**config.mk**
```make
export PLATFORM = sky130hd
export DESIGN_NAME = alu_share_ctrl
export DESIGN_NICKNAME = d
export VERILOG_FILES = /design/src/rtl/alu_share_pkg.sv /design/src/rtl/alu_share_ctrl_rr_arb2.sv /design/src/rtl/alu_share_ctrl.sv
export SDC_FILE = /design/constraint.sdc
export NUM_CORES = 1
export LEC_CHECK = 0
export BUFFER_PORTS_ARGS = -buffer_cell sky130_fd_sc_hd__buf_4
export CELL_PAD_IN_SITES_DETAIL_PLACEMENT = 1
export CELL_PAD_IN_SITES_GLOBAL_PLACEMENT = 2
export CORE_MARGIN = 5
export CORE_UTILIZATION = 23
export DETAILED_ROUTE_END_ITERATION = 8
export PLACE_DENSITY = 0.89
export SYNTH_ARGS = -nofsm -noshare
export SYNTH_HDL_FRONTEND = slang
export SYNTH_HIERARCHICAL = 1
export SYNTH_SLANG_ARGS = --single-unit
```
**constraint.sdc**
```tcl
create_clock -name clk -period 2.1 [get_ports clk]
set_input_delay 0.21 -clock clk [delete_from_list [all_inputs] [get_ports clk]]
set_output_delay 0.21 -clock clk [all_outputs]
set_load 0.005 [all_outputs]
```
**src/rtl/alu_share_pkg.sv**
```systemverilog
// Shared types and constants for the two-requester ALU sharing controller.
package alu_share_pkg;

   localparam int unsigned WIDTH_DEF = 32;
   localparam int unsigned OPW_DEF   = 3;

   localparam int unsigned REQ0 = 0;
   localparam int unsigned REQ1 = 1;

   typedef enum logic [1:0] {
      IDLE = 2'd0,
      EXEC = 2'd1,
      RESP = 2'd2
   } state_e;

endpackage

```
**src/rtl/alu_share_ctrl_rr_arb2.sv**
```systemverilog
// Combinational two-way round-robin picker: a lone request wins, a tie goes to ptr_i.
module rr_arb2
   import alu_share_pkg::*;
(
   input  logic [1:0] valid_i,
   input  logic       ptr_i,
   output logic [1:0] gnt_oh_o,
   output logic       gnt_idx_o
);

   always_comb begin
      gnt_idx_o = 1'(REQ0);
      gnt_oh_o  = 2'b00;
      unique case (valid_i)
         2'b01:   gnt_idx_o = 1'(REQ0);
         2'b10:   gnt_idx_o = 1'(REQ1);
         2'b11:   gnt_idx_o = ptr_i;
         default: gnt_idx_o = 1'(REQ0);
      endcase
      if (valid_i != 2'b00) begin
         gnt_oh_o = gnt_idx_o ? 2'b10 : 2'b01;
      end
   end

endmodule

```
**src/rtl/alu_share_ctrl.sv**
```systemverilog
// Round-robin controller sharing one combinational ALU between two requesters.
// Optional per-requester grant counters: define ALU_SHARE_CTRL_GRANT_CNT_EN.
module alu_share_ctrl
   import alu_share_pkg::*;
#(
   parameter int unsigned WIDTH = WIDTH_DEF,
   parameter int unsigned OPW   = OPW_DEF,
   parameter int unsigned CNTW  = 16
) (
   input  logic                  clk,
   input  logic                  rst_n,
   input  logic [1:0]            req_valid,
   output logic [1:0]            req_ready,
   input  logic [2*WIDTH-1:0]    req_a,
   input  logic [2*WIDTH-1:0]    req_b,
   input  logic [2*OPW-1:0]      req_op,
   output logic [1:0]            resp_valid,
   input  logic [1:0]            resp_ready,
   output logic [WIDTH-1:0]      resp_data,
   output logic [WIDTH-1:0]      alu_a,
   output logic [WIDTH-1:0]      alu_b,
   output logic [OPW-1:0]        alu_op,
   input  logic [WIDTH-1:0]      alu_out,
   output logic                  busy,
   output logic [2*CNTW-1:0]     grant_cnt
);

   state_e             state_q, state_d;
   logic               rr_q, rr_d;
   logic               gnt_q, gnt_d;
   logic [WIDTH-1:0]   a_q, a_d, b_q, b_d, res_q, res_d;
   logic [OPW-1:0]     op_q, op_d;
   logic [1:0]         arb_oh;
   logic               arb_idx;
   logic               accept;
   logic               done;

   rr_arb2 u_arb (
      .valid_i   (req_valid),
      .ptr_i     (rr_q),
      .gnt_oh_o  (arb_oh),
      .gnt_idx_o (arb_idx)
   );

   // The granted requester's ready mirrors its valid, so any valid in IDLE is a handshake.
   assign accept = (state_q == IDLE) && (req_valid != 2'b00);
   assign done   = (state_q == RESP) && resp_ready[gnt_q];

   always_ff @(posedge clk) begin
      if (!rst_n) begin
         state_q <= IDLE;
      end else begin
         state_q <= state_d;
      end
   end

   always_comb begin
      state_d = state_q;
      unique case (state_q)
         IDLE:    if (accept) state_d = EXEC;
         EXEC:    state_d = RESP;
         RESP:    if (done) state_d = IDLE;
         default: state_d = IDLE;
      endcase
   end

   always_comb begin
      req_ready  = 2'b00;
      resp_valid = 2'b00;
      if (state_q == IDLE) req_ready = arb_oh;
      if (state_q == RESP) resp_valid = gnt_q ? 2'b10 : 2'b01;
      busy      = (state_q != IDLE);
      resp_data = res_q;
      alu_a     = a_q;
      alu_b     = b_q;
      alu_op    = op_q;
   end

   // Operands only load on a handshake, so requester-side toggling never reaches the ALU.
   always_comb begin
      a_d   = a_q;
      b_d   = b_q;
      op_d  = op_q;
      gnt_d = gnt_q;
      res_d = res_q;
      rr_d  = rr_q;
      if (accept) begin
         gnt_d = arb_idx;
         a_d   = arb_idx ? req_a[WIDTH +: WIDTH] : req_a[0 +: WIDTH];
         b_d   = arb_idx ? req_b[WIDTH +: WIDTH] : req_b[0 +: WIDTH];
         op_d  = arb_idx ? req_op[OPW +: OPW]    : req_op[0 +: OPW];
      end
      if (state_q == EXEC) res_d = alu_out;
      if (done) rr_d = ~gnt_q;
   end

   always_ff @(posedge clk) begin
      if (!rst_n) begin
         a_q   <= '0;
         b_q   <= '0;
         op_q  <= '0;
         gnt_q <= 1'b0;
         res_q <= '0;
         rr_q  <= 1'b0;
      end else begin
         a_q   <= a_d;
         b_q   <= b_d;
         op_q  <= op_d;
         gnt_q <= gnt_d;
         res_q <= res_d;
         rr_q  <= rr_d;
      end
   end

`ifdef ALU_SHARE_CTRL_GRANT_CNT_EN
   logic [1:0][CNTW-1:0] cnt_q, cnt_d;

   // Saturating per-requester handshake counters.
   always_comb begin
      cnt_d = cnt_q;
      for (int i = 0; i < 2; i++) begin
         if (accept && (arb_idx == 1'(i)) && (cnt_q[i] != '1)) begin
            cnt_d[i] = cnt_q[i] + CNTW'(1);
         end
      end
   end

   always_ff @(posedge clk) begin
      if (!rst_n) begin
         cnt_q <= '0;
      end else begin
         cnt_q <= cnt_d;
      end
   end

   assign grant_cnt = cnt_q;
`else
   assign grant_cnt = '0;
`endif

endmodule
```
==> results.yml, run 1 <==
run_status:
  outcome: "finished clean"
synthesis:
  synth_top_area_cell: "dfxtp_1"
  synthCells: 510
  yosys-top-cells-area: "dfxtp_1, mux2i_1, a21oi_1, a211oi_2, a211oi_1"
  synth_edf_count: 0
  async_flop_share: 0
  synth-seq-area-share: 0.432
  synth_cell_type_count: 26
  synth.cell_area_sq_um: 4770
  synth_warnings: 6
  synth_top_area_frac: 0.432
  ys_ff_latch: 103
  syn_avg_cell_area_sq_um: 9.35
  synthFlopType: "dfxtp_1"
grt:
  grt_max_degree: 74
  grt_usage: 0.138
  grt_pass1_wl_um: 26400
  first_global_vias: 4687
  antenna_found_initial: 0
  gr-total-overflow: 0
power:
  p_leak_uw: 0.00317
  peakVddDrop_v: 0.000346
  power_density_nw_per_um2: 742
  total_power_uw: 5370
placed_design:
  post-place-ws_ns: 0.390
  numPortBuffers: 275
  hpwl_um: 12800
  gp_congestion: 0.796
run:
  drv_cap: 0
worst_setup_path:
  critical_path_class: "reg -> reg"
  cp.required_ns: 2.28
  reg2reg_to: "alu_a[5]"
  rr_startpoint: "rr_q"
  cp-start-kind: "flop"
  critPathCaptureType: "flop"
  critPathSlowestCell: "buf_4"
  cp.arrival_ns: 1.89
  rr_worst_depth: 5
  critPathBufInv: 2
  cp_top_family: "buffers and inverters"
  crit_chain: "inv_1 > a21boi_4 > buf_4 > mux2i_1 > a211oi_2"
  critPathMaxStageDelay_ns: 0.44
  rrSetupSlack_ns: 0.39
  path_max_fanout: 28
cts:
  cts.sinks: 103
  cts_resized: 0
  clk_pin_slew_ns: 0.07
  ctsHoldBuffers: 0
  h-tree-depth: 3
  cts_tree: "done"
  post_cts_buffers: 0
  cts_buffer_depth: 2
  root_buffer: "clkbuf_16"
  worst_skew_pair.late_latency_ns: 0.34
  cts_made_buffers: 9
sta:
  finalHoldViolations: 0
  setup_viol: 0
  grt_setup_unrepaired: "false"
  skew_ns: 0.00852
  tightest_slew_ns: 0.978
  fin_setup_tns_ns: 0
  final.period_utilization: 0.813
  report.final.slew_viol_count: 0
  slew_headroom: 0.348
  fmax_mhz: 585
  final.setup.worst_slack_ns: 0.392
  fin_crit_ns: 1.71
cells_and_area:
  diodes: 0
  multi_input_area_sq_um: 2350
  nets: 926
  drive_above_1_share: 0.443
  ff_latch_area_sq_um: 2060
  fill_cells: 2435
  area_growth_pct: 51.8
drt:
  drc: 0
  vias: 4578
  vias_per_cell: 4.45
  wl_per_cell_um: 16.9
  postRouteAntennaNets: 0
  routed_wl_um: 17300
  drtIter0Drc: 198
  firstDrtPassIters: 4
min_path:
  holdCritPathClass: "in -> reg"
  hold_end: "rr_q"
  whs_path_depth: 2
  hold_start: "resp_ready[1]"
die:
  fp.dieW_um: 154
  rows: 52
  die-area_sq_um: 23700
  start_util: 0.235
  die_y_um: 154
  io_pins: 308
  coreArea_sq_um: 20300
layout by cell type (no fill, tap or decap):
master,netlist,routed
and3_1,1,1
and2_1,4,4
a21boi_4,0,1
a21boi_0,1,1
o21ai_0,1,1
and2_4,1,1
nor2b_2,0,1
nor2b_1,2,1
buf_4,33,280
a311oi_1,1,1
clkinvlp_4,0,3
a21boi_1,2,1
nand2b_1,1,1
bufinv_16,0,1
nor2_1,2,1
inv_4,0,1
a21oi_1,102,102
a21o_1,1,1
or2_2,0,1
inv_6,0,1
dfxtp_1,103,103
nor2_4,0,1
a211oi_1,37,37
inv_1,4,3
a211oi_2,30,30
nand3_1,1,1
mux2i_1,68,68
nand2_1,64,64
buf_12,0,4
clkinv_2,0,2
conb_1,1,32
clkbuf_16,0,9
kinds of logic after synthesis:
family	Yosys count	synth area share
buffers and inverters	86	0.105
and+or+nand+nor	77	0.0666
other	1	0.000786
muxes	68	0.143
AOI/OAI and AO/OA	175	0.253
DFF	103	0.432
registers in the layout, summed over array words and instances, names as in the netlist:
signal and cells:
alu_b 32, resp_data 32, state_q 2, alu_op 3, gnt_q 1, rr_q 1, alu_a 32
cell type report:
| class | count | area share |
|---|---|---|
| Clock buffer | 9 | 0.0311 |
| Tap cell | 270 | 0.0466 |
| Multi-Input combinational cell | 352 | 0.324 |
| Inverter | 4 | 0.00242 |
| Clock inverter | 7 | 0.00985 |
| Timing Repair Buffer | 284 | 0.301 |
| Sequential cell | 103 | 0.285 |
through the flow:
stage	util	std cells	area, sq um	hold slack [ns]
4_1_cts	0.357	1029	7240	0.0474
6_report	0.357	1029	7240	0.0722
3_5_place_dp	0.342	1013	6950	0.428
5_1_grt	0.357	1029	7240	0.0603
3_3_place_gp	0.342	1013	6950	0.421
2_1_floorplan	-	541	4890	0.323
worst max path at each step:
stage               from       end  slack (ns)  cells past startpoint
floorplan           rr_q  alu_a[0]        0.56                      7
global placement    rr_q  alu_a[1]        0.45                      5
detailed placement  rr_q  alu_a[5]        0.39                      5
CTS                 rr_q  alu_a[5]        0.37                      5
global route        rr_q  alu_a[5]        0.27                      5
finish              rr_q  alu_a[5]        0.39                      5
worst register-to-register path, stage by stage (launching register included):
cell and delay, ns:
dfxtp_1 0.37, inv_1 0.10, a21boi_4 0.20, buf_4 0.44, mux2i_1 0.34, a211oi_2 0.11
cell usage after synthesis, types with 2 or more instances:
| master | instances |
|---|---|
| mux2i_1 | 68 |
| a21oi_1 | 102 |
| buf_1 | 5 |
| nor2_1 | 2 |
| buf_4 | 33 |
| buf_6 | 5 |
| dfxtp_1 | 103 |
| buf_2 | 12 |
| and2_1 | 4 |
| a211oi_1 | 37 |
| a211oi_2 | 30 |
| nand2_1 | 64 |
| inv_1 | 4 |
| clkbuf_1 | 27 |
| a21boi_1 | 2 |
| nor2b_1 | 2 |
report_power, final:
part	switching (uW)	internal (uW)	leakage, uW
combinational	661	727	0.00218
sequential	116	2160	0.000851
clock	784	926	0.000138
layer usage:
metal	track usage	wire, um	vias to the layer above
met5	0	0	-
met4	0.0278	144	0
met3	0.0509	1480	14
met2	0.241	8680	181
met1	0.162	7040	2154
li1	-	-	2229
(Power assumes the default switching activity.)
==> run 2, diff against run 1 <==
- ABC_AREA: unset -> 1
- CORE_UTILIZATION: 23 -> 20
- PLACE_DENSITY: 0.89 -> 0.87
- clock period: 2.1 -> 1.6 ns (I/O delays scaled with it)
==> run 2 against run 1 <==
Compared with the run above:
- die area up 14%
- final area up 1.8%
- worst hold slack worse by 0.050 ns
- largest cell class is now non-clock buffers
- sequential power up 32%
- synthesized area up 0.26%
- combinational power up 29%
- critical endpoint is now resp_valid[1]
- clock skew up 0.0058 ns
- first-iteration DRC count down 11%
- routed wire length up 4.7%
- sequential share of layout area down 0.51 points
- flip-flop and latch count unchanged
- global-route usage down 1.1 points
==> results.yml, run 2 <==
die:
  rows: 56
  start_util: 0.203
  die-area_sq_um: 27100
  fp.dieW_um: 165
  die_y_um: 165
  io_pins: 308
  coreArea_sq_um: 23500
cts:
  clk_pin_slew_ns: 0.09
  post_cts_buffers: 0
  ctsHoldBuffers: 0
  cts.sinks: 103
  cts_made_buffers: 9
  cts_tree: "done"
  cts_buffer_depth: 2
  root_buffer: "clkbuf_16"
  h-tree-depth: 3
  cts_resized: 0
  worst_skew_pair.late_latency_ns: 0.36
grt:
  grt_max_degree: 72
  met1_usage: 0.152
  met2_usage: 0.222
  grt_busiest_layer: "met2"
  first_global_vias: 5054
  grt_usage: 0.127
  antenna_found_initial: 0
  grtUsageMet3: 0.0434
  gr-total-overflow: 0
  grt_pass1_wl_um: 27300
power:
  power_frac_clock: 0.322
  power_density_nw_per_um2: 963
  p_leak_uw: 0.00376
  pwr-share-comb: 0.253
  seqPwrFrac: 0.426
  switching_share: 0.309
  p_int_uw: 4910
  p_switching_uw: 2190
  peakVddDrop_v: 0.000436
sta:
  skew_ns: 0.0144
  setup_viol: 0
  finalHoldViolations: 0
  slew_headroom: 0.609
  final.period_utilization: 0.919
  fin_crit_ns: 1.47
  grt_setup_unrepaired: "false"
  fmax_mhz: 680
  report.final.slew_viol_count: 0
  fin_setup_tns_ns: 0
  tightest_slew_ns: 0.586
placed_design:
  postPlaceCellArea_sq_um: 7070
  numPortBuffers: 275
  gp_congestion: 0.719
  hpwl_um: 14100
synthesis:
  ys_top_cells_by_count: "nor2_1, o21ai_0, dfxtp_1"
  synth_top_area_frac: 0.431
  yosys-top-cells-area: "dfxtp_1, nor2_1, o21ai_0, buf_4, nand2_1"
  synth_cell_type_count: 17
  synth_edf_count: 0
  async_flop_share: 0
  synthCells: 717
  synth.cell_area_sq_um: 4780
  synth-seq-area-share: 0.431
  synth_warnings: 6
  ys_ff_latch: 103
  synth_top_area_cell: "dfxtp_1"
  synthFlopType: "dfxtp_1"
  synthMostInstantiatedCell: "nor2_1"
  syn_avg_cell_area_sq_um: 6.67
worst_setup_path:
  crit_chain: "inv_2 > nor2_1 > inv_1 > nor2_1 > buf_4"
  crit_path_frequent_cell: "nor2_1"
  critPathCaptureType: "output pin"
  critPathMaxStageDelay_ns: 0.37
  critical_path_class: "reg -> out"
  critPathSlowestCell: "dfxtp_1"
  path_max_fanout: 4
  cp.arrival_ns: 1.31
  cp-start-kind: "flop"
  cp.required_ns: 1.44
cells_and_area:
  final_util: 0.313
  area_growth_pct: 54.2
  drive_above_1_share: 0.322
  layout_commonest_cell: "buf_4"
  fill_cells: 3004
  final_area_sq_um: 7380
  final_cell_mix: "buf_4, nor2_1, o21ai_0, dfxtp_1, nand2_1"
  diodes: 0
  nets: 1143
drt:
  firstDrtPassIters: 4
  routed_wl_um: 18200
  drc: 0
  drtIter0Drc: 177
  wl_per_cell_um: 14.0
  vias: 5121
  postRouteAntennaNets: 0
  vias_per_cell: 3.95
min_path:
  holdCritPathClass: "in -> reg"
run_status:
  outcome: "finished clean"
run:
  drv_cap: 0
run 2: changes by cell type in the layout (fill, tap and decap cells not counted), sizes merged, moves of 3 or more:
cell,change
nor2,+207
o21ai,+166
a21oi,-99
inv,+76
mux2i,-68
a211oi,-67
nand2,+12
buf,+6
and2,-5
a21boi,-3
run 2: logic make-up after synthesis:
family,count (synthesis),share of synthesized area
compound gates,170,0.178
simple gates,288,0.229
other cells,1,0.000784
buf+inv,155,0.161
flops,103,0.431
run 2: layout make-up:
cell class,instances,area (sq um),share of cell area
clock buffers,9,225,0.0305
clock inverters,7,85.1,0.0115
inverters,77,289,0.0392
repair buffers,290,2240,0.304
well taps,319,399,0.0541
flip-flops and latches,103,2060,0.280
multi-input cells,490,2080,0.281
run 2: worst max-delay path: cells and delay by family, from the launching register on:
family / cells / cell delay (ns)
DFF: 1 / 0.37
buffers and inverters: 3 / 0.28
and+or+nand+nor: 2 / 0.31
run 2: power by group through the flow:
stage          combinational (uW)  clock [uW]  sequential, uW
2_1_floorplan                 798           0            3090
3_3_place_gp                 1820           0            3070
3_5_place_dp                 1850           0            3080
4_1_cts                      1850        2400            3030
5_1_grt                      2020        2500            3060
6_report                     1790        2290            3020
run 2: per-layer routing:
| metal | vias to the layer above | part of all wire |
|---|---|---|
| li1 | 2655 | - |
| met1 | 2311 | 0.41 |
| met2 | 147 | 0.50 |
| met3 | 8 | 0.078 |
| met4 | 0 | 0.0068 |
| met5 | - | 0 |
run 2: through the flow:
step           power, uW  std cells  setup slack [ns]  hold slack, ns
2_1_floorplan       3890        748             0.343           0.295
3_3_place_gp        4900       1279             0.223           0.381
3_5_place_dp        4930       1279             0.201           0.389
4_1_cts             7280       1295             0.106         0.00270
5_1_grt             7590       1295            0.0434         0.00161
6_report            7110       1295             0.129          0.0218
run 2: final timing paths:
kind	endpoint	cells past startpoint	slack (ns)	startpoint
setup reg to reg	alu_a[22]	6	0.20	rr_q
hold / removal	resp_data[1]	3	0.02	alu_out[1]
hold reg to reg	alu_a[2]	2	0.50	alu_a[2]
setup / recovery	resp_valid[1]	5	0.13	state_q[1]
